<file path="src/rtl/reg_pipe_pkg.sv">
// Shared defaults and helpers for the reg_pipe shift-register pipeline.
// Optional preset behaviour is enabled with the REG_PIPE_PRESET_EN macro.
package reg_pipe_pkg;

    localparam int       DEF_WIDTH      = 8;
    localparam int       DEF_DEPTH      = 4;
    // Preset defaults to all-ones at any width, so it is kept as a fill bit.
    localparam logic     DEF_PRESET_BIT = 1'b1;
    localparam logic [7:0] DEF_PRESET_VAL = {8{DEF_PRESET_BIT}};

    function automatic int cnt_width(input int depth);
        return $clog2(depth + 1);
    endfunction

endpackage

</file>
<file path="src/rtl/reg_pipe_stage.sv">
// One pipeline stage: WIDTH data bits plus a valid bit.
// Controls are already resolved for the build configuration by the parent.
module reg_pipe_stage
    import reg_pipe_pkg::*;
#(
    parameter int               WIDTH      = DEF_WIDTH,
    parameter logic [WIDTH-1:0] PRESET_VAL = {WIDTH{DEF_PRESET_BIT}}
) (
    input  logic             clk,
    input  logic             reset,
    input  logic             preset,
    input  logic             clear,
    input  logic             en,
    input  logic [WIDTH-1:0] load_data,
    input  logic             load_valid,
    output logic [WIDTH-1:0] data,
    output logic             valid
);

    logic [WIDTH-1:0] data_r;
    logic             valid_r;

    // Stage register with priority reset > preset > clear > en > hold.
    always_ff @(posedge clk) begin
        if (reset) begin
            data_r  <= '0;
            valid_r <= 1'b0;
        end else if (preset) begin
            data_r  <= PRESET_VAL;
            valid_r <= 1'b1;
        end else if (clear) begin
            data_r  <= '0;
            valid_r <= 1'b0;
        end else if (en) begin
            data_r  <= load_data;
            valid_r <= load_valid;
        end else begin
            data_r  <= data_r;
            valid_r <= valid_r;
        end
    end

    assign data  = data_r;
    assign valid = valid_r;

endmodule

</file>
<file path="src/rtl/reg_pipe.sv">
// Parameterised register pipeline with taps and a valid-stage counter.
// Define REG_PIPE_PRESET_EN to honour the preset input; otherwise it is ignored.
module reg_pipe
    import reg_pipe_pkg::*;
#(
    parameter int               WIDTH      = DEF_WIDTH,
    parameter int               DEPTH      = DEF_DEPTH,
    parameter logic [WIDTH-1:0] PRESET_VAL = {WIDTH{DEF_PRESET_BIT}}
) (
    input  logic                         clk,
    input  logic                         reset,
    input  logic                         en,
    input  logic                         preset,
    input  logic                         clear,
    input  logic [WIDTH-1:0]             d,
    input  logic                         d_valid,
    output logic [WIDTH-1:0]             q,
    output logic                         q_valid,
    output logic [DEPTH*WIDTH-1:0]       taps,
    output logic [cnt_width(DEPTH)-1:0]  count
);

    localparam int CW = cnt_width(DEPTH);

    logic             preset_s;
    logic [WIDTH-1:0] data_s [DEPTH];
    logic [DEPTH-1:0] valid_s;
    logic [CW-1:0]    count_r;

`ifdef REG_PIPE_PRESET_EN
    assign preset_s = preset;
`else
    logic unused_preset_s;
    assign unused_preset_s = preset;
    assign preset_s        = 1'b0;
`endif

    for (genvar i = 0; i < DEPTH; i++) begin : g_stage
        logic [WIDTH-1:0] load_data_s;
        logic             load_valid_s;

        if (i == 0) begin : g_head
            assign load_data_s  = d;
            assign load_valid_s = d_valid;
        end else begin : g_body
            assign load_data_s  = data_s[i-1];
            assign load_valid_s = valid_s[i-1];
        end

        reg_pipe_stage #(
            .WIDTH      (WIDTH),
            .PRESET_VAL (PRESET_VAL)
        ) u_stage (
            .clk        (clk),
            .reset      (reset),
            .preset     (preset_s),
            .clear      (clear),
            .en         (en),
            .load_data  (load_data_s),
            .load_valid (load_valid_s),
            .data       (data_s[i]),
            .valid      (valid_s[i])
        );

        assign taps[i*WIDTH +: WIDTH] = data_s[i];
    end

    // Occupancy tracks valid bits incrementally: one enters at the head, one leaves at the tail.
    always_ff @(posedge clk) begin
        if (reset) begin
            count_r <= '0;
        end else if (preset_s) begin
            count_r <= CW'(DEPTH);
        end else if (clear) begin
            count_r <= '0;
        end else if (en) begin
            count_r <= count_r + CW'(d_valid) - CW'(valid_s[DEPTH-1]);
        end else begin
            count_r <= count_r;
        end
    end

    assign q       = data_s[DEPTH-1];
    assign q_valid = valid_s[DEPTH-1];
    assign count   = count_r;

endmodule
</file>
<file path="config.mk">
export PLATFORM = sky130hd
export DESIGN_NAME = reg_pipe
export DESIGN_NICKNAME = d
export VERILOG_FILES = /design/src/rtl/reg_pipe_pkg.sv /design/src/rtl/reg_pipe_stage.sv /design/src/rtl/reg_pipe.sv
export SDC_FILE = /design/constraint.sdc
export NUM_CORES = 1
export LEC_CHECK = 0
export CORE_ASPECT_RATIO = 1.75
export CORE_UTILIZATION = 46
export CTS_BUF_LIST = sky130_fd_sc_hd__clkbuf_16
export DETAILED_ROUTE_END_ITERATION = 6
export PLACE_DENSITY_LB_ADDON = 0.2
export SLEW_MARGIN = 10
export SYNTH_ARGS = -nofsm -noshare
export SYNTH_HDL_FRONTEND = slang
export SYNTH_SLANG_ARGS = --single-unit
</file>
<file path="constraint.sdc">
create_clock -name clk -period 2.6 [get_ports clk]
set_input_delay 0.78 -clock clk [delete_from_list [all_inputs] [get_ports clk]]
set_output_delay 0.78 -clock clk [all_outputs]
set_load 0.1 [all_outputs]
</file>
==> results.ini, run 1 <==
[job]
drv_cap=0

[timing]
fin_skew_ns=0.004132
fmax_mhz=474.8
setup_tns_ns=0
rsz0062_at_grt=false
final-hold-violation-count=0
holdWs_ns=0.5001
maxSlewHeadroom_pct=68.07
setup_viol=0
tightest_slew_ns=0.4789
post-route-period-util_pct=81.01
post-route-min-period_ns=2.106
slew_violations=0

[cells_and_area]
drive_above_1_share_pct=27.84
n_antenna_cell=0
fin_cells=237
fillers=295
area_growth_pct=35.74
nNetsFinal=210

[pwr]
combinationalPowerShare_pct=8.9
power.total_uw=1406
clkPwrFrac_pct=47.7
leakage_uw=0.0009904
p_per_area_nw_per_um2=672.3
p_int_uw=1097
power.share.switching_pct=21.96
p_sw_uw=308.7
peakVddDrop_uv=472.4
seq_power_share_pct=43.4

[placed_design]
io_buffers=56
dp.cells=229
place_congestion=0.7093
hpwlAfterDp_mm=2.040

[synthesis]
yosys_warnings=0
netlist_area_sq_um=1540
yosys.cell_count.top_type=dfxtp_1
synth_cell_types=16
yosys.area.top_type=dfxtp_1
synth_top_area_share_pct=50.69
postSynthCellCount=146
synth_nets=163
seq_area_frac_synth_pct=50.69
synth-edff-count=0
syn-mean-instance-area_sq_um=10.55
synth_common_cells=dfxtp_1 (39), mux2i_1 (38), nor2_1 (38)
ys_async_sr_fraction_pct=0
yosys-top-cells-area=dfxtp_1 (51%), mux2i_1 (25%), nor2_1 (9.3%)
ys.flop_type=dfxtp_1
ys_seq_elements=39

[status]
status=finished clean

[detailed_routing]
wl_mm=2.910
wire_per_inst_um=12.28
drc=0
first_pass_iters=3
num_vias=1128
drt-initial-drc-count=30
vias_per_cell=4.759
antenna_left=0

[setup_path]
crit_required_ns=2.82
reg2reg_setup_slack_ns=0.79
rr_endpoint=count[2]
cp-end-kind=flip-flop
path_class=input port to flip-flop
slowest_delay_ns=0.43
startpoint=d_valid
startpoint_type=input port
crit_end=count[2]
reg2regPathDepth=8
r2r_start=count[0]
path_buf_inv=1
cp_slowest_cell=clkdlybuf4s50_1
path_delay_family=adder cells
cp.depth=6
crit_chain=clkdlybuf4s50_1 -> ha_1 -> fa_1 -> xnor2_1 -> a211o_1 -> nand2_1
cp_max_fo=2
cp.arrival_ns=2.33

[grt]
grt_pass1_wl_mm=4.429
grt_use_total_pct=17.51
first_global_vias=1019
overflow=0
grt_max_degree=40
antenna_found_initial=0

[clocking]
cts_tree=yes
clk_pin_slew_ns=0.05
htree_levels=2
cts.sinks=39
clock_path_buffers=2
cts.repair.resized=0
numCtsBuffers=5
ctsHoldBuffers=0
clkLatencyLatePin_ns=0.28
cts_root_buf=clkbuf_16
cts_setup_buffers=0

[floorplan]
dieArea_sq_um=3593
start_util_pct=48.50
die_h_um=78.55
die_x_um=45.74
io_pins=58
fp-row-count=27
core_area_sq_um=3176

[worst_hold_path]
whs_path_depth=2
hold_path_class=flip-flop to flip-flop

==> metal layers <==
layer	routed length, um	GRT usage [%]	part of all wire, %
met1	1073	16.33	37
met2	1624	31.29	56
met3	144	5.517	4.9
met4	68	9.706	2.3
met5	0	0	0
==> tightest hold or removal path: cells and delay by family (launching register included) <==
| kind | cells | cell delay [ns] |
|---|---|---|
| flops | 1 | 0.33 |
| mux | 1 | 0.07 |
| simple gates | 1 | 0.07 |
==> power by group through the flow <==
stage | clock network [uW] | logic, uW | registers [uW]
4_1_cts | 678 | 126 | 610
2_1_floorplan | 0 | 53.9 | 665
3_3_place_gp | 0 | 124 | 622
5_1_grt | 714 | 132 | 610
3_5_place_dp | 0 | 126 | 623
6_report | 671 | 125 | 610
==> cells in the final DEF, fill, tap and decap left out, types with 2 or more instances in the layout <==
| cell | synthesis | layout |
|---|---|---|
| clkdlybuf4s50_1 | 0 | 11 |
| ha_1 | 2 | 2 |
| mux2i_1 | 38 | 38 |
| inv_1 | 5 | 5 |
| nor2_1 | 38 | 38 |
| dfxtp_1 | 39 | 39 |
| buf_4 | 12 | 44 |
| clkbuf_16 | 0 | 5 |
==> worst min-delay path by stage <==
stage                                         from                       end  slack (ns)
after floorplan           g_stage[0].u_stage.valid  g_stage[0].u_stage.valid        0.46
after global placement    g_stage[1].u_stage.valid  g_stage[1].u_stage.valid        0.47
after detailed placement  g_stage[2].u_stage.valid  g_stage[2].u_stage.valid        0.49
after CTS                 g_stage[0].u_stage.valid  g_stage[0].u_stage.valid        0.51
after global routing      g_stage[0].u_stage.valid  g_stage[0].u_stage.valid        0.52
final                     g_stage[0].u_stage.valid  g_stage[0].u_stage.valid        0.50
==> state kept, by name, summed over array words and instances, names as in the netlist <==
name,count
g_stage.u_stage.valid,4
g_stage.u_stage.data,32
count,3
==> cells by family after synthesis <==
kind of cell | synth area share (%)
multiplexers | 24.70
AO/OA/AOI/OAI | 0.5687
XOR/XNOR | 0.5687
adder cells (fa/ha/maj) | 2.924
flip-flops | 50.69
buffers and inverters | 9.829
AND/OR/NAND/NOR | 10.72
==> stage by stage <==
stage | area [sq um] | setup slack (ns) | util [%]
2_1_floorplan | 1540 | 0.1168 | -
3_3_place_gp | 1927 | 0.2505 | 60.68
3_5_place_dp | 1927 | 0.1994 | 60.68
4_1_cts | 2091 | 0.4864 | 65.84
5_1_grt | 2091 | 0.4297 | 65.84
6_report | 2091 | 0.4938 | 65.84
==> cell type report <==
| cell class | count | area (sq um) | area share (%) |
|---|---|---|---|
| repair buffers | 57 | 465.4 | 22.26 |
| clock buffers | 5 | 125.1 | 5.984 |
| well taps | 43 | 53.80 | 2.573 |
| flip-flops and latches | 39 | 780.7 | 37.34 |
| clock inverters | 3 | 38.79 | 1.855 |
| multi-input cells | 85 | 608.1 | 29.08 |
| inverters | 5 | 18.77 | 0.8977 |
Power figures use the tool's default switching activity.
==> inputs of run 2 (changes only) <==
Settings changed: CORE_UTILIZATION 46 to 39.
Clock period 2.6 ns to 1.8 ns, I/O delays scaled along.
==> run 2 against run 1 <==
Against the previous run: sequential share of layout area shrank 7.6 points; hold slack better by 0.0070 ns; cell area grew 28%; sequential power up 45%; core utilization rose by 6.7 points; power is 46% higher; first-iteration DRC count down 73%; clock skew decreased by 0.0019 ns; setup slack got worse by 0.44 ns; die area rose by 17%; via count is 0.71% lower; largest cell class is now non-clock buffers; highest routed layer unchanged.
==> results.ini, run 2 (synthesized netlist as in run 1, its figures left out) <==
[status]
status=finished clean  ; unchanged

[clocking]
clock_path_buffers=2  ; unchanged
cts_root_buf=clkbuf_16  ; unchanged
htree_levels=2  ; unchanged
clkLatencyLatePin_ns=0.27  ; was 0.28 ns
ctsHoldBuffers=0  ; unchanged
cts.sinks=39  ; unchanged
numCtsBuffers=5  ; unchanged
cts_tree=yes  ; unchanged
clk_pin_slew_ns=0.06  ; was 0.05 ns

[worst_hold_path]
hold_path_class=flip-flop to flip-flop  ; unchanged
hp-start=g_stage[0].u_stage.valid  ; unchanged

[cells_and_area]
layout_commonest_cell=buf_12  ; was buf_4
nNetsFinal=212  ; was 210
area_growth_pct=74.41  ; was 35.74%
fin_area_sq_um=2686  ; was 2091 sq um
mostFrequentLayoutCells=buf_12 (45), mux2i_1 (38), nor2_1 (38), dfxtp_1 (28), clkdlybuf4s50_1 (10)  ; was buf_4 (44), dfxtp_1 (39), mux2i_1 (38), nor2_1 (38), clkdlybuf4s50_1 (11)
n_antenna_cell=0  ; unchanged
largest_register_ffs=32  ; unchanged
drive_above_1_share_pct=35.71  ; was 27.84%
finish.utilization_pct=72.58  ; was 65.84%

[pwr]
p_per_area_nw_per_um2=765.9  ; was 672.3 nW/um^2
leakage_uw=0.001132  ; was 0.0009904 uW
peakVddDrop_uv=802.1  ; was 472.4 uV

[detailed_routing]
antenna_left=0  ; unchanged
vias_per_cell=4.628  ; was 4.759
wl_mm=3.264  ; was 2.910 mm
drt-initial-drc-count=8  ; was 30
first_pass_iters=4  ; was 3
num_vias=1120  ; was 1128
drc=0  ; unchanged
wire_per_inst_um=13.49  ; was 12.28 um

[floorplan]
die_x_um=49.51  ; was 45.74 um
dieArea_sq_um=4215  ; was 3593 sq um
io_pins=58  ; unchanged
core_area_sq_um=3701  ; was 3176 sq um
fp-row-count=29  ; was 27
start_util_pct=41.62  ; was 48.50%
die_h_um=85.14  ; was 78.55 um

[grt]
overflow=0  ; unchanged
grt_use_total_pct=16.44  ; was 17.51%
antenna_found_initial=0  ; unchanged
first_global_vias=1141  ; was 1019
grt_pass1_wl_mm=5.168  ; was 4.429 mm
grt_max_degree=41  ; was 40

[setup_path]
path_class=flip-flop to flip-flop  ; was input port to flip-flop
startpoint=count[0]  ; was d_valid
crit_required_ns=2.02  ; was 2.82 ns
r2r_start=count[0]  ; unchanged
cp_max_fo=3  ; was 2
startpoint_type=flip-flop  ; was input port
cp-end-kind=flip-flop  ; unchanged
cp.arrival_ns=1.97  ; was 2.33 ns

[job]
drv_cap=0  ; unchanged

[timing]
post-route-min-period_ns=1.745
fin_skew_ns=0.002210  ; was 0.004132 ns
final-hold-violation-count=0  ; unchanged
post-route-period-util_pct=96.95
tightest_slew_ns=0.2729  ; was 0.4789 ns
setup_tns_ns=0  ; unchanged
slew_violations=0  ; unchanged
setup_viol=0  ; unchanged
rsz0062_at_grt=false  ; unchanged
fmax_mhz=573.0
maxSlewHeadroom_pct=81.81  ; was 68.07%

[placed_design]
dpl_cell_area_sq_um=2517  ; was 1927 sq um
hpwlAfterDp_mm=2.394  ; was 2.040 mm
io_buffers=56  ; unchanged
place_congestion=0.6463  ; was 0.7093

run 2: metrics by stage:
stage | total power [uW] | instances | hold WS [ns] | setup WS [ns]
after floorplan | 1037 | 146 | 0.4601 | -0.1120
after global placement | 1106 | 234 | 0.4785 | -0.2457
after detailed placement | 1111 | 234 | 0.4895 | -0.3126
after CTS | 2076 | 242 | 0.5101 | 0.008956
after global routing | 2123 | 242 | 0.5417 | 0.0003653
final | 2058 | 242 | 0.5071 | 0.05481
run 2: critical path: stages, from the launching register on:
cell,delay (ns)
dfxtp_4,0.37
inv_2,0.03
ha_1,0.25
inv_1,0.04
ha_2,0.18
fa_2,0.33
xnor2_1,0.14
a211o_1,0.29
nand2_1,0.05
run 2: metal layers:
metal	up-vias	wire, um	GRT usage (%)
met1	510	1122	15.19
met5	-	0	0
met4	0	53	7.792
li1	563	-	-
met3	4	184	4.659
met2	43	1904	31.76
run 2: power breakdown:
group          internal, uW  leakage, uW  switching (uW)  total, uW
Clock                   645    0.0000812             321        967
Combinational          90.0     0.000730             118        208
Sequential              871     0.000321            12.1        883
run 2: cell type report:
cell class	instances	area, sq um
fillers	267	1015
repair buffers	59	1033
clock buffers	5	125.1
well taps	46	57.56
flip-flops and latches	39	799.5
inverters	5	18.77
multi-input cells	85	613.1
clock inverters	3	38.79
run 2: repair_timing:
item,4_1_cts,5_1_grt
setup buffers,0,0
setup endpoints to repair,1,1
resized for setup,1,1
pin swaps,0,1
run 2: path summary, 6_finish.rpt:
kind | endpoint | slack (ns) | cells past startpoint
setup / recovery | count[2] | 0.05 | 8
hold / removal | g_stage[1].u_stage.valid | 0.51 | 2
setup reg to reg | count[2] | 0.05 | 8
hold reg to reg | g_stage[1].u_stage.valid | 0.51 | 2
==> inputs of run 3 (changes only) <==
Settings changed: SLEW_MARGIN 10 to not set.
==> results of run 3 <==
No change in the layout: final DEF, timing and power equal those of run 2.
